## src/rtl/axi_rd_arbiter.sv

```systemverilog
// Two-master round-robin arbiter for the AXI4-Lite AR/R channels: one outstanding
// transaction, registered AR address, per-phase timeout answered with SLVERR.
module axi_rd_arbiter #(
  parameter int ADDR_W  = 32,
  parameter int DATA_W  = 32,
  parameter int TIMEOUT = 255
) (
  input  logic              clk,
  input  logic              rst,
  input  logic [ADDR_W-1:0] m0_araddr,
  input  logic              m0_arvalid,
  output logic              m0_arready,
  output logic [DATA_W-1:0] m0_rdata,
  output logic [1:0]        m0_rresp,
  output logic              m0_rvalid,
  input  logic              m0_rready,
  input  logic [ADDR_W-1:0] m1_araddr,
  input  logic              m1_arvalid,
  output logic              m1_arready,
  output logic [DATA_W-1:0] m1_rdata,
  output logic [1:0]        m1_rresp,
  output logic              m1_rvalid,
  input  logic              m1_rready,
  output logic [ADDR_W-1:0] s_araddr,
  output logic              s_arvalid,
  input  logic              s_arready,
  input  logic [DATA_W-1:0] s_rdata,
  input  logic [1:0]        s_rresp,
  input  logic              s_rvalid,
  output logic              s_rready
);
  localparam int CNT_W = (TIMEOUT > 0) ? $clog2(TIMEOUT + 1) : 1;
  localparam logic [CNT_W-1:0] CNT_LAST = (TIMEOUT > 0) ? CNT_W'(TIMEOUT - 1) : '0;

  typedef enum logic [1:0] {IDLE, AR, R, ERR} state_t;

  state_t            state, state_d;
  logic              grant, grant_d;
  logic              last_grant, last_grant_d;
  logic [ADDR_W-1:0] addr_q, addr_d;
  logic [CNT_W-1:0]  cnt, cnt_d;

  logic              sel;
  logic              rready_g;
  logic              stall;
  logic              rvalid_g;
  logic [DATA_W-1:0] rdata_g;
  logic [1:0]        rresp_g;

  always_ff @(posedge clk or posedge rst) begin
    if (rst) begin
      state      <= IDLE;
      grant      <= 1'b0;
      last_grant <= 1'b1;
      addr_q     <= '0;
      cnt        <= '0;
    end else begin
      state      <= state_d;
      grant      <= grant_d;
      last_grant <= last_grant_d;
      addr_q     <= addr_d;
      cnt        <= cnt_d;
    end
  end

  always_comb begin
    state_d      = state;
    grant_d      = grant;
    last_grant_d = last_grant;
    addr_d       = addr_q;
    cnt_d        = cnt;
    stall        = 1'b0;
    s_araddr     = '0;
    s_arvalid    = 1'b0;
    s_rready     = 1'b0;
    m0_arready   = 1'b0;
    m1_arready   = 1'b0;
    rvalid_g     = 1'b0;
    rdata_g      = '0;
    rresp_g      = '0;

    // On a tie the master that was not served last wins; otherwise the lone requester.
    sel      = (m0_arvalid & m1_arvalid) ? ~last_grant : m1_arvalid;
    rready_g = grant ? m1_rready : m0_rready;

    case (state)
      IDLE: begin
        if (m0_arvalid | m1_arvalid) begin
          m0_arready = ~sel;
          m1_arready = sel;
          addr_d     = sel ? m1_araddr : m0_araddr;
          grant_d    = sel;
          cnt_d      = '0;
          state_d    = AR;
        end
      end
      AR: begin
        s_arvalid = 1'b1;
        s_araddr  = addr_q;
        if (s_arready) begin
          cnt_d   = '0;
          state_d = R;
        end else begin
          stall = 1'b1;
        end
      end
      R: begin
        s_rready = rready_g;
        rvalid_g = s_rvalid;
        rdata_g  = s_rdata;
        rresp_g  = s_rresp;
        if (s_rvalid & rready_g) begin
          last_grant_d = grant;
          state_d      = IDLE;
        end else begin
          stall = 1'b1;
        end
      end
      ERR: begin
        rvalid_g = 1'b1;
        rresp_g  = 2'b10;
        if (rready_g) begin
          last_grant_d = grant;
          state_d      = IDLE;
        end
      end
      default: state_d = IDLE;
    endcase

    if (stall && TIMEOUT != 0) begin
      if (cnt == CNT_LAST) state_d = ERR;
      else                 cnt_d   = cnt + 1'b1;
    end

    m0_rvalid = rvalid_g & ~grant;
    m0_rdata  = grant ? '0 : rdata_g;
    m0_rresp  = grant ? '0 : rresp_g;
    m1_rvalid = rvalid_g & grant;
    m1_rdata  = grant ? rdata_g : '0;
    m1_rresp  = grant ? rresp_g : '0;

    // Combinational arready would otherwise follow arvalid while reset is held.
    if (rst) begin
      m0_arready = 1'b0;
      m1_arready = 1'b0;
      m0_rvalid  = 1'b0;
      m1_rvalid  = 1'b0;
      m0_rdata   = '0;
      m1_rdata   = '0;
      m0_rresp   = '0;
      m1_rresp   = '0;
      s_arvalid  = 1'b0;
      s_araddr   = '0;
      s_rready   = 1'b0;
    end
  end
endmodule

```

## config.mk

```make
export PLATFORM = sky130hd
export DESIGN_NAME = axi_rd_arbiter
export DESIGN_NICKNAME = d
export VERILOG_FILES = /design/src/rtl/axi_rd_arbiter.sv
export SDC_FILE = /design/constraint.sdc
export NUM_CORES = 1
export LEC_CHECK = 0
export ABC_AREA = 0
export BUFFER_PORTS_ARGS = -buffer_cell sky130_fd_sc_hd__buf_2
export CELL_PAD_IN_SITES_DETAIL_PLACEMENT = 1
export CELL_PAD_IN_SITES_GLOBAL_PLACEMENT = 1
export CORE_ASPECT_RATIO = 0.8
export CORE_MARGIN = 1
export CORE_UTILIZATION = 29
export DETAILED_ROUTE_END_ITERATION = 12
export PLACE_DENSITY = 0.95
export SYNTH_ARGS = -nofsm -noshare
export SYNTH_HDL_FRONTEND = slang
export SYNTH_SLANG_ARGS = --single-unit
```

## constraint.sdc

```tcl
create_clock -name clk -period 3.9 [get_ports clk]
set_clock_uncertainty 0.1 [all_clocks]
set_input_delay 0 -clock clk [delete_from_list [all_inputs] [get_ports clk]]
set_output_delay 0 -clock clk [all_outputs]
set_load 0.01 [all_outputs]
```

# Word level (Yosys, flattened, before mapping)
# Cells that the tools add are included.
# W data, S select, Z words.
[word_totals]
in_bits = 106
word_cells = 70
ff_bits = 44
output_inout_bits = 106
[op_classes]
bitwise_logic = 8
n_addsub = 1
mux = 46
n_eq_ne = 6
n_reduce_logical = 4
[op_table]
columns = ["operator", "n"]
rows = [
  ["$mux W32", 8],
  ["$mux W8", 4],
  ["$mux W2", 10],
  ["$mux W1", 18],
  ["$pmux W8 S2", 1],
  ["$add A8 B1 Y8 const B", 1],
  ["$eq A8 B8 Y1 const B", 1],
  ["$pmux W2 S4", 1],
  ["$pmux W1 S2", 3],
  ["$and A1 B1 Y1", 4],
  ["$eq A2 B2 Y1 const B", 2],
  ["$ne A2 B2 Y1 const B", 2],
  ["$pmux W2 S2", 1],
  ["$not A1 Y1", 3],
  ["$reduce_and A3 Y1", 1],
  ["$eq A2 B1 Y1 const B", 1],
  ["$logic_not A2 Y1", 1],
  ["$reduce_and A2 Y1", 1],
  ["$reduce_bool A2 Y1", 1],
  ["$or A1 B1 Y1", 1],
]

# Longest topological paths before layout
# Gate-level depths: netlist of run 1.
[logic_depth]
word_depth = 6
depth_mapped = 7

# Least setup slack after synthesis of run 1
# Ideal clock, no wire load.
[synth_timing]
kind = "register -> register"
from = "register state[1]"
to = "register state[1]"
n_path_buf = 1
required_time_ns = 3.669
arrival_ns = 1.844
setup_slack_ns = 1.824
stages_incl_launch_ff = 8
period_less_slack_ns = 2.076
path_cell_list = "dfrtp_1 > inv_1 > ha_1 > nor2b_1 > or3b_1 > buf_2 > and3b_1 > or3_1"
[synth_between]
elab_chain_cells = 4
[synth_lines]
columns = ["element", "line", "source"]
rows = [
  ["start, declared", "37", "state_t state, state_d;"],
  ["start signal, assigned", "58", "state <= state_d;"],
  ["$eq A2 B2 Y1, or another cell as far along", "86", "case (state)"],
  ["$pmux W2 S4", "86", ""],
  ["$mux W2", "131", "if (cnt == CNT_LAST) state_d = ERR;"],
  ["$mux W2 (*)", "130", "if (stall && TIMEOUT != 0) begin"],
  ["via state_d[1]", "37", ""],
]
# The timed path passes the listed nets; every way through them passes the cells marked *.
# A chain may end at the register's enable or synchronous reset.

# Worst setup path in the final report of run 1
[layout_timing]
from = "register state[0]"
to = "register addr_q[31]"
[layout_between]
elab_chain_cells = 2
[layout_lines]
columns = ["element", "line", "source"]
rows = [
  ["$logic_not A2 Y1", "86", ""],
  ["$reduce_and A2 Y1 (no source line)", "--", ""],
  ["end signal, assigned", "61", "addr_q <= addr_d;"],
  ["end, declared", "40", "logic [ADDR_W-1:0] addr_q, addr_d;"],
]
# No other way between the ends.

==> metrics.txt, run 1 <==
status finished clean; drt via density 4.919; reg2reg setup slack 1090 ps; post-synthesis sequential area ratio 37.81%; WP data required 3980 ps; pin count of the biggest net entering global routing 45; RSZ-0062 raised after global routing false; first-pass GRT wire length 21.47 mm; CTS Sinks 44; final net count 749; Post-synth EDFFs 0; residual DRC count 0; ys async rst share 100.0%; Clock Pin Slew Worst Setup and Hold Paths 60 ps; top post-synthesis cells by count nor2_1, nand2_1, dfrtp_1; Crit path arrival time 2890 ps; vias in the first global route 4,166; final setup margin 1091 ps; Worst-Skew Late Latency 290 ps; number of setup violations in the final report 0; CP Max Fanout 40; top-count cell post-synth nor2_1; normalized max-slew margin 24.61%; Seq cells post-synth 44; Overflow after GRT 0; WHS Endpoint addr_q[0]; die height 91.68 um; GPL Wtd Cong 0.7929; reg2reg end addr_q[31]; Antenna Nets Post-Route 0; Fin Setup TNS 0 ps; DRT Pass-1 Iters 4; Synth Cell Area 2915 um2; PostCTS Resize Cnt 0; compound-cell area share of the yosys netlist 11.42%; Initial Utilization 30.09%; area grow syn2layout 65.58%; GRT Total Usage 26.54%; cell accounting for the most synthesized area dfrtp_1; Crit Path Class flop to flop; H-tree depth 2; Core Rows 32; Crit. End Element flop; I/O pins 212; DP HPWL 8.655 mm; combinational family with the most area after synthesis simple AND/OR/NAND/NOR gates; reg2reg start state[0]; fmax 0.3560 GHz; Routed WL 13.82 mm; ratio of cells with drive above 1 in the final layout 36.05%; Final Hold Vio Count 0; Max Cap Violations 0; wire per inst 17.84 um; leak pwr 2.570 nW; pins over their slew limit 0; crit share post-route 72.03%; hold buffers post-CTS 58; Hold Crit Class input pin to flop; Place WS 1559 ps; initial antenna violation count 1; Cells after Synth 383; total core area 9689 um2; Synth Area in Adders 2.575%; number of DRC markers in iteration 0 135; Power Dens Cells 529.9 nW/um2; count of cell types in the netlist 38; Syn. warnings 0; worst slew pin tran 1128 ps; number of post-CTS setup repair buffers 0; Avg Cell Area, Syn 7.612 um2; Die W 114.1 um; Clock Tree Root clkbuf_16; DIE AREA 10,460 um2; Syn Nets 495; Synth top area share 36.91%; R2R depth 7; via count 3,812; CTS Buf Count 5; worst hold path startpoint m0_araddr[0]; min Tclk post-route 2809 ps; largest cells by area after synthesis dfrtp_1, mux2i_1, nor2_1, nand2_1, and2_1; hold path depth 3; Synth Area in XOR/XNOR 0.3004%; CP Launch Type flop; Max clock buf depth 2; Port Buffers 211; Main synth FF type dfrtp_1; TritonCTS clock tree done; Post-Synth Simple-Gate Area 31.76%; maximum VDD drop 0.0002243 V; post-synthesis mux area share 10.69%
-- power breakdown --
part	switching, W	internal (W)
clock network	0.000183	0.000255
registers	0.000130	0.000656
logic	0.000804	0.000529
-- area by class of cell --
| cell class | count | area (um2) |
|---|---|---|
| Antenna cell | 1 | 2.502 |
| Clock buffer | 7 | 142.6 |
| Clock inverter | 1 | 7.507 |
| Fill cell | 1261 | 4862 |
| Inverter | 15 | 56.30 |
| Multi-Input combinational cell | 298 | 1679 |
| Sequential cell | 44 | 1102 |
| Tap cell | 136 | 170.2 |
| Timing Repair Buffer | 273 | 1667 |
-- layer usage --
| layer | vias to the layer above | global-route usage (%) | wire, um |
|---|---|---|---|
| li1 | 1775 | - | - |
| met1 | 1833 | 26.90 | 5028 |
| met2 | 154 | 51.11 | 7483 |
| met3 | 50 | 5.420 | 697 |
| met4 | 0 | 13.10 | 613 |
| met5 | - | 0 | 0 |
-- metrics by stage --
| stage | hold WS (ps) | utilization, % | total power [W] | area [um2] | cells |
|---|---|---|---|---|---|
| final | 16.27 | 49.82 | 0.002558 | 4827 | 775 |
| after global routing | 29.50 | 49.82 | 0.002734 | 4827 | 775 |
| after CTS | 0.6101 | 49.79 | 0.002488 | 4825 | 774 |
| after detailed placement | 127.1 | 42.25 | 0.001927 | 4094 | 708 |
| after global placement | 116.3 | 42.25 | 0.001828 | 4094 | 708 |
| after floorplan | -52.47 | - | 0.001511 | 2915 | 383 |
-- placed cells by master (no fill, tap or decap), drive strengths merged, types with 7 or more instances in the layout --
cell / netlist / final
buf: 6 / 215
nor2: 76 / 76
nand2: 71 / 71
dlygate4sd3: 0 / 58
dfrtp: 43 / 43
and2: 33 / 33
o21ai: 31 / 31
mux2i: 30 / 30
inv: 15 / 15
clkbuf: 20 / 7
-- kinds of logic after synthesis --
logic type,count (synthesis)
AND/OR/NAND/NOR,207
flip-flops,44
adder cells (fa/ha/maj),6
multiplexers,31
XOR/XNOR,1
buffers and inverters,41
AO/OA/AOI/OAI,53
-- state kept, by name, indices dropped and copies added (netlist names) --
name,cells
cnt,8
last_grant,1
addr_q,32
grant,1
state,2
-- worst max path at each step --
stage	start	endpoint	slack, ps	depth (start not counted)
6_report	state[0]	addr_q[31]	1090	7
5_1_grt	state[1]	addr_q[31]	990	7
4_1_cts	state[1]	addr_q[31]	1230	7
3_5_place_dp	state[1]	cnt[3]	1560	7
3_3_place_gp	state[1]	cnt[7]	1720	7
2_1_floorplan	state[1]	state[1]	1820	7
-- critical path, stage by stage (launching register included) --
cell           delay, ps
dfrtp_1              410
inv_1                120
ha_1                 330
o21ai_4              370
nor2_1               300
a222oi_1             360
dlygate4sd3_1        620
inv_1                 60
Note: power is estimated with default switching activity, not from simulation.
==> inputs of run 2 (changes only) <==
--- a/config.mk
+++ b/config.mk
@@ -5,15 +5,15 @@
 export SDC_FILE = /design/constraint.sdc
 export NUM_CORES = 1
 export LEC_CHECK = 0
-export ABC_AREA = 0
+export ABC_AREA = 1
 export BUFFER_PORTS_ARGS = -buffer_cell sky130_fd_sc_hd__buf_2
 export CELL_PAD_IN_SITES_DETAIL_PLACEMENT = 1
 export CELL_PAD_IN_SITES_GLOBAL_PLACEMENT = 1
 export CORE_ASPECT_RATIO = 0.8
 export CORE_MARGIN = 1
-export CORE_UTILIZATION = 29
+export CORE_UTILIZATION = 27
 export DETAILED_ROUTE_END_ITERATION = 12
-export PLACE_DENSITY = 0.95
+export PLACE_DENSITY = 0.93
 export SYNTH_ARGS = -nofsm -noshare
 export SYNTH_HDL_FRONTEND = slang
 export SYNTH_SLANG_ARGS = --single-unit
==> constraint.sdc (replaced) <==
create_clock -name clk -period 2.8 [get_ports clk]
set_clock_uncertainty 0.1 [all_clocks]
set_input_delay 0 -clock clk [delete_from_list [all_inputs] [get_ports clk]]
set_output_delay 0 -clock clk [all_outputs]
set_load 0.01 [all_outputs]
==> run 2 against run 1 <==
Setup slack got worse by 860 ps. Global-route usage is 1.3 points higher. Clock power increased by 64%. Largest power group unchanged. Worst hold slack improved by 170 ps. Area after synthesis is 8.1% higher. Final cell count up 18%. Critical path type unchanged. Count of clock-buffer cells in the layout fell by 2. Final area rose by 6.8%. Critical endpoint is now addr_q[12]. Die area increased by 16%. Sequential power grew 37%.
==> metrics.txt, run 2 <==
Clock Tree Root clkbuf_16; Main synth FF type dfrtp_1; Fin Setup TNS 0 ps (unchanged); Routed WL 17.03 mm (+23%); Initial Utilization 28.38% (-1.7 points); initial antenna violation count 2 (+1); Final Cell Area 5154 um2 (+6.8%); DP HPWL 9.655 mm (+12%); DIE AREA 12,110 um2 (+16%); Port Buffers 211 (unchanged); CTS Buf Count 5 (unchanged); ys async rst share 100.0% (unchanged); biggest regs addr_q: 32 flops, cnt: 8 flops, state: 2 flops; Avg Cell Area, Syn 6.226 um2 (-18%); Hold Crit Class input pin to flop; Crit Path Class flop to flop; fmax 0.3886 GHz (+9.2%); Seq cells post-synth 44 (unchanged); Power Dens Cells 816.3 nW/um2 (+54%); residual DRC count 0 (unchanged); Max Cap Violations 0 (unchanged); normalized max-slew margin 32.18% (+7.6 points); top-count cell post-synth nor2_1; pin count of the biggest net entering global routing 50 (+11%); DRT Pass-1 Iters 5 (+1); Crit path arrival time 2690 ps (-200 ps); count of cell types in the netlist 26 (-32%); min Tclk post-route 2573 ps (-236.1 ps); wire per inst 18.63 um (+4.5%); max reg flops 32 (unchanged); Syn. warnings 0 (unchanged); Register Area 1102 um2 (unchanged); Overflow after GRT 0 (unchanged); area grow syn2layout 63.58%; I/O pins 212 (unchanged); post-synthesis sequential area ratio 34.99% (-2.8 points); number of setup violations in the final report 0 (unchanged); GRT Total Usage 27.84% (+1.3 points); total core area 11,100 um2 (+15%); Worst-Skew Late Latency 290 ps (about the same); top post-synthesis cells by count nor2_1, nand2_1, inv_1; Crit. End Element flop; area taken by multi-input logic gates 1728 um2 (+2.9%); die height 98.62 um (+7.6%); vias in the first global route 4,944 (+19%); maximum VDD drop 0.0003812 V (+70%); leak pwr 2.831 nW (+10%); crit share post-route 91.90% (+20 points); fillcell total 1,501 (+19%); Cells after Synth 506 (+32%); Synth top area share 34.15% (-2.8 points); CTS Sinks 44 (unchanged); Die W 122.8 um (+7.6%); H-tree depth 2 (unchanged); GPL Wtd Cong 0.8170 (+3.0%); worst slew pin tran 1016 ps (-111.9 ps); drt via density 5.080 (+3.3%); via count 4,643 (+22%); CP Max Fanout 49 (+23%); Max clock buf depth 2 (unchanged); cell accounting for the most synthesized area dfrtp_1; first-pass GRT wire length 25.67 mm (+20%); placed cell area 4327 um2 (+5.7%); Clock Pin Slew Worst Setup and Hold Paths 80 ps (+20 ps); TritonCTS clock tree done; final net count 879 (+17%); CP Launch Type flop; Syn Nets 618 (+25%); Antenna Nets Post-Route 0 (unchanged); status finished clean; number of DRC markers in iteration 0 232 (+72%); Core Rows 34 (+6.3%); ratio of cells with drive above 1 in the final layout 31.64% (-4.4 points); Post-synth EDFFs 0 (unchanged); largest cells by area after synthesis dfrtp_1, nor2_1, nand2_1, nand3_1, o21ai_0; Largest Register addr_q; commonest non-fill, non-tap cell in the layout buf_2; commonest cells after routing, fill and taps aside buf_2, nor2_1, nand2_1, dlygate4sd3_1, inv_1; pins over their slew limit 0 (unchanged); RSZ-0062 raised after global routing false; WP data required 2920 ps (-1060 ps); Synth Cell Area 3151 um2 (+8.1%); Final Hold Vio Count 0 (unchanged)
## run 2: cell count changes after synthesis, sizes merged, moves of 5 or more
cell | previous run | this run
and2 | 33 | 0
clkbuf | 20 | 15
nand3 | 5 | 42
nor2 | 76 | 140
buf | 6 | 14
nand4 | 6 | 0
o22ai | 1 | 27
inv | 15 | 51
a222oi | 6 | 0
nand2 | 71 | 119
mux2i | 30 | 0
## run 2: final timing paths
kind                                  from          to  slack, ps  depth (start not counted)
worst max register to register    state[0]  addr_q[12]        230                          8
worst min register to register  last_grant  last_grant        390                          2
max in group asynchronous              rst   addr_q[4]       1690                          4
worst max-delay path              state[0]  addr_q[12]        230                          8
worst min-delay path            m0_arvalid      cnt[6]        180                          6
min in group asynchronous              rst  addr_q[28]        490                          4
## run 2: logic make-up (layout without fill, tap and decap cells)
kind of cell | count (synthesis) | in the layout | share of synthesized area (%)
simple gates | 306 | 306 | 39.91
buf+inv | 81 | 343 | 10.17
compound gates | 66 | 66 | 11.72
flops | 44 | 44 | 34.99
fa+ha+maj | 6 | 6 | 2.383
xor+xnor | 3 | 3 | 0.8341
other cells | 0 | 2 | 0
## run 2: timing repair
| item | in CTS | in global routing |
|---|---|---|
| setup buffers | 0 | 0 |
| setup endpoints to repair | 0 | 0 |
| endpoints found under the hold margin | 75 | 0 |
| hold buffers | 65 | 0 |
| gates resized for setup | 0 | 0 |
## run 2: layout make-up
type	count	area share, %
clock inverter	3	0.8983
sequential	44	21.39
clock buffer	5	2.428
timing repair buffer	283	34.38
antenna	2	0.09711
tap	144	3.496
multi-input combinational	381	33.53
inverter	52	3.787
## run 2: power breakdown
| group | switching [W] | total, W | internal [W] |
|---|---|---|---|
| Sequential | 0.000165 | 0.00108 | 0.000913 |
| Clock | 0.000293 | 0.000719 | 0.000426 |
| Combinational | 0.00144 | 0.00241 | 0.000974 |
## run 2: worst max-delay path, stage by stage, from the launching register on
cell           delay (ps)
dfrtp_1               420
inv_1                 130
ha_1                  210
inv_2                  80
nor2_4                300
buf_12                260
o21ai_0               160
o22ai_1               180
dlygate4sd3_1         640
## run 2: metal layers
layer	vias to the layer above	global-route usage, %	share of wire (%)
li1	2110	-	-
met1	2200	27.54	35
met2	259	53.41	53
met3	74	4.919	6.5
met4	0	16.51	5.8
met5	-	0	0
## run 2: per-stage QoR
stage / instances / worst slack, ps / power (W) / hold WS, ps / utilization (%)
6_report: 914 / 226.7 / 0.004207 / 181.4 / 46.42
5_1_grt: 914 / 173.9 / 0.004442 / 178.9 / 46.42
4_1_cts: 912 / 375.2 / 0.003933 / 135.4 / 46.37
3_5_place_dp: 839 / 750.4 / 0.002759 / 146.7 / 38.97
3_3_place_gp: 839 / 848.9 / 0.002681 / 142.7 / 38.97
2_1_floorplan: 506 / 817.5 / 0.002180 / -38.58 / -
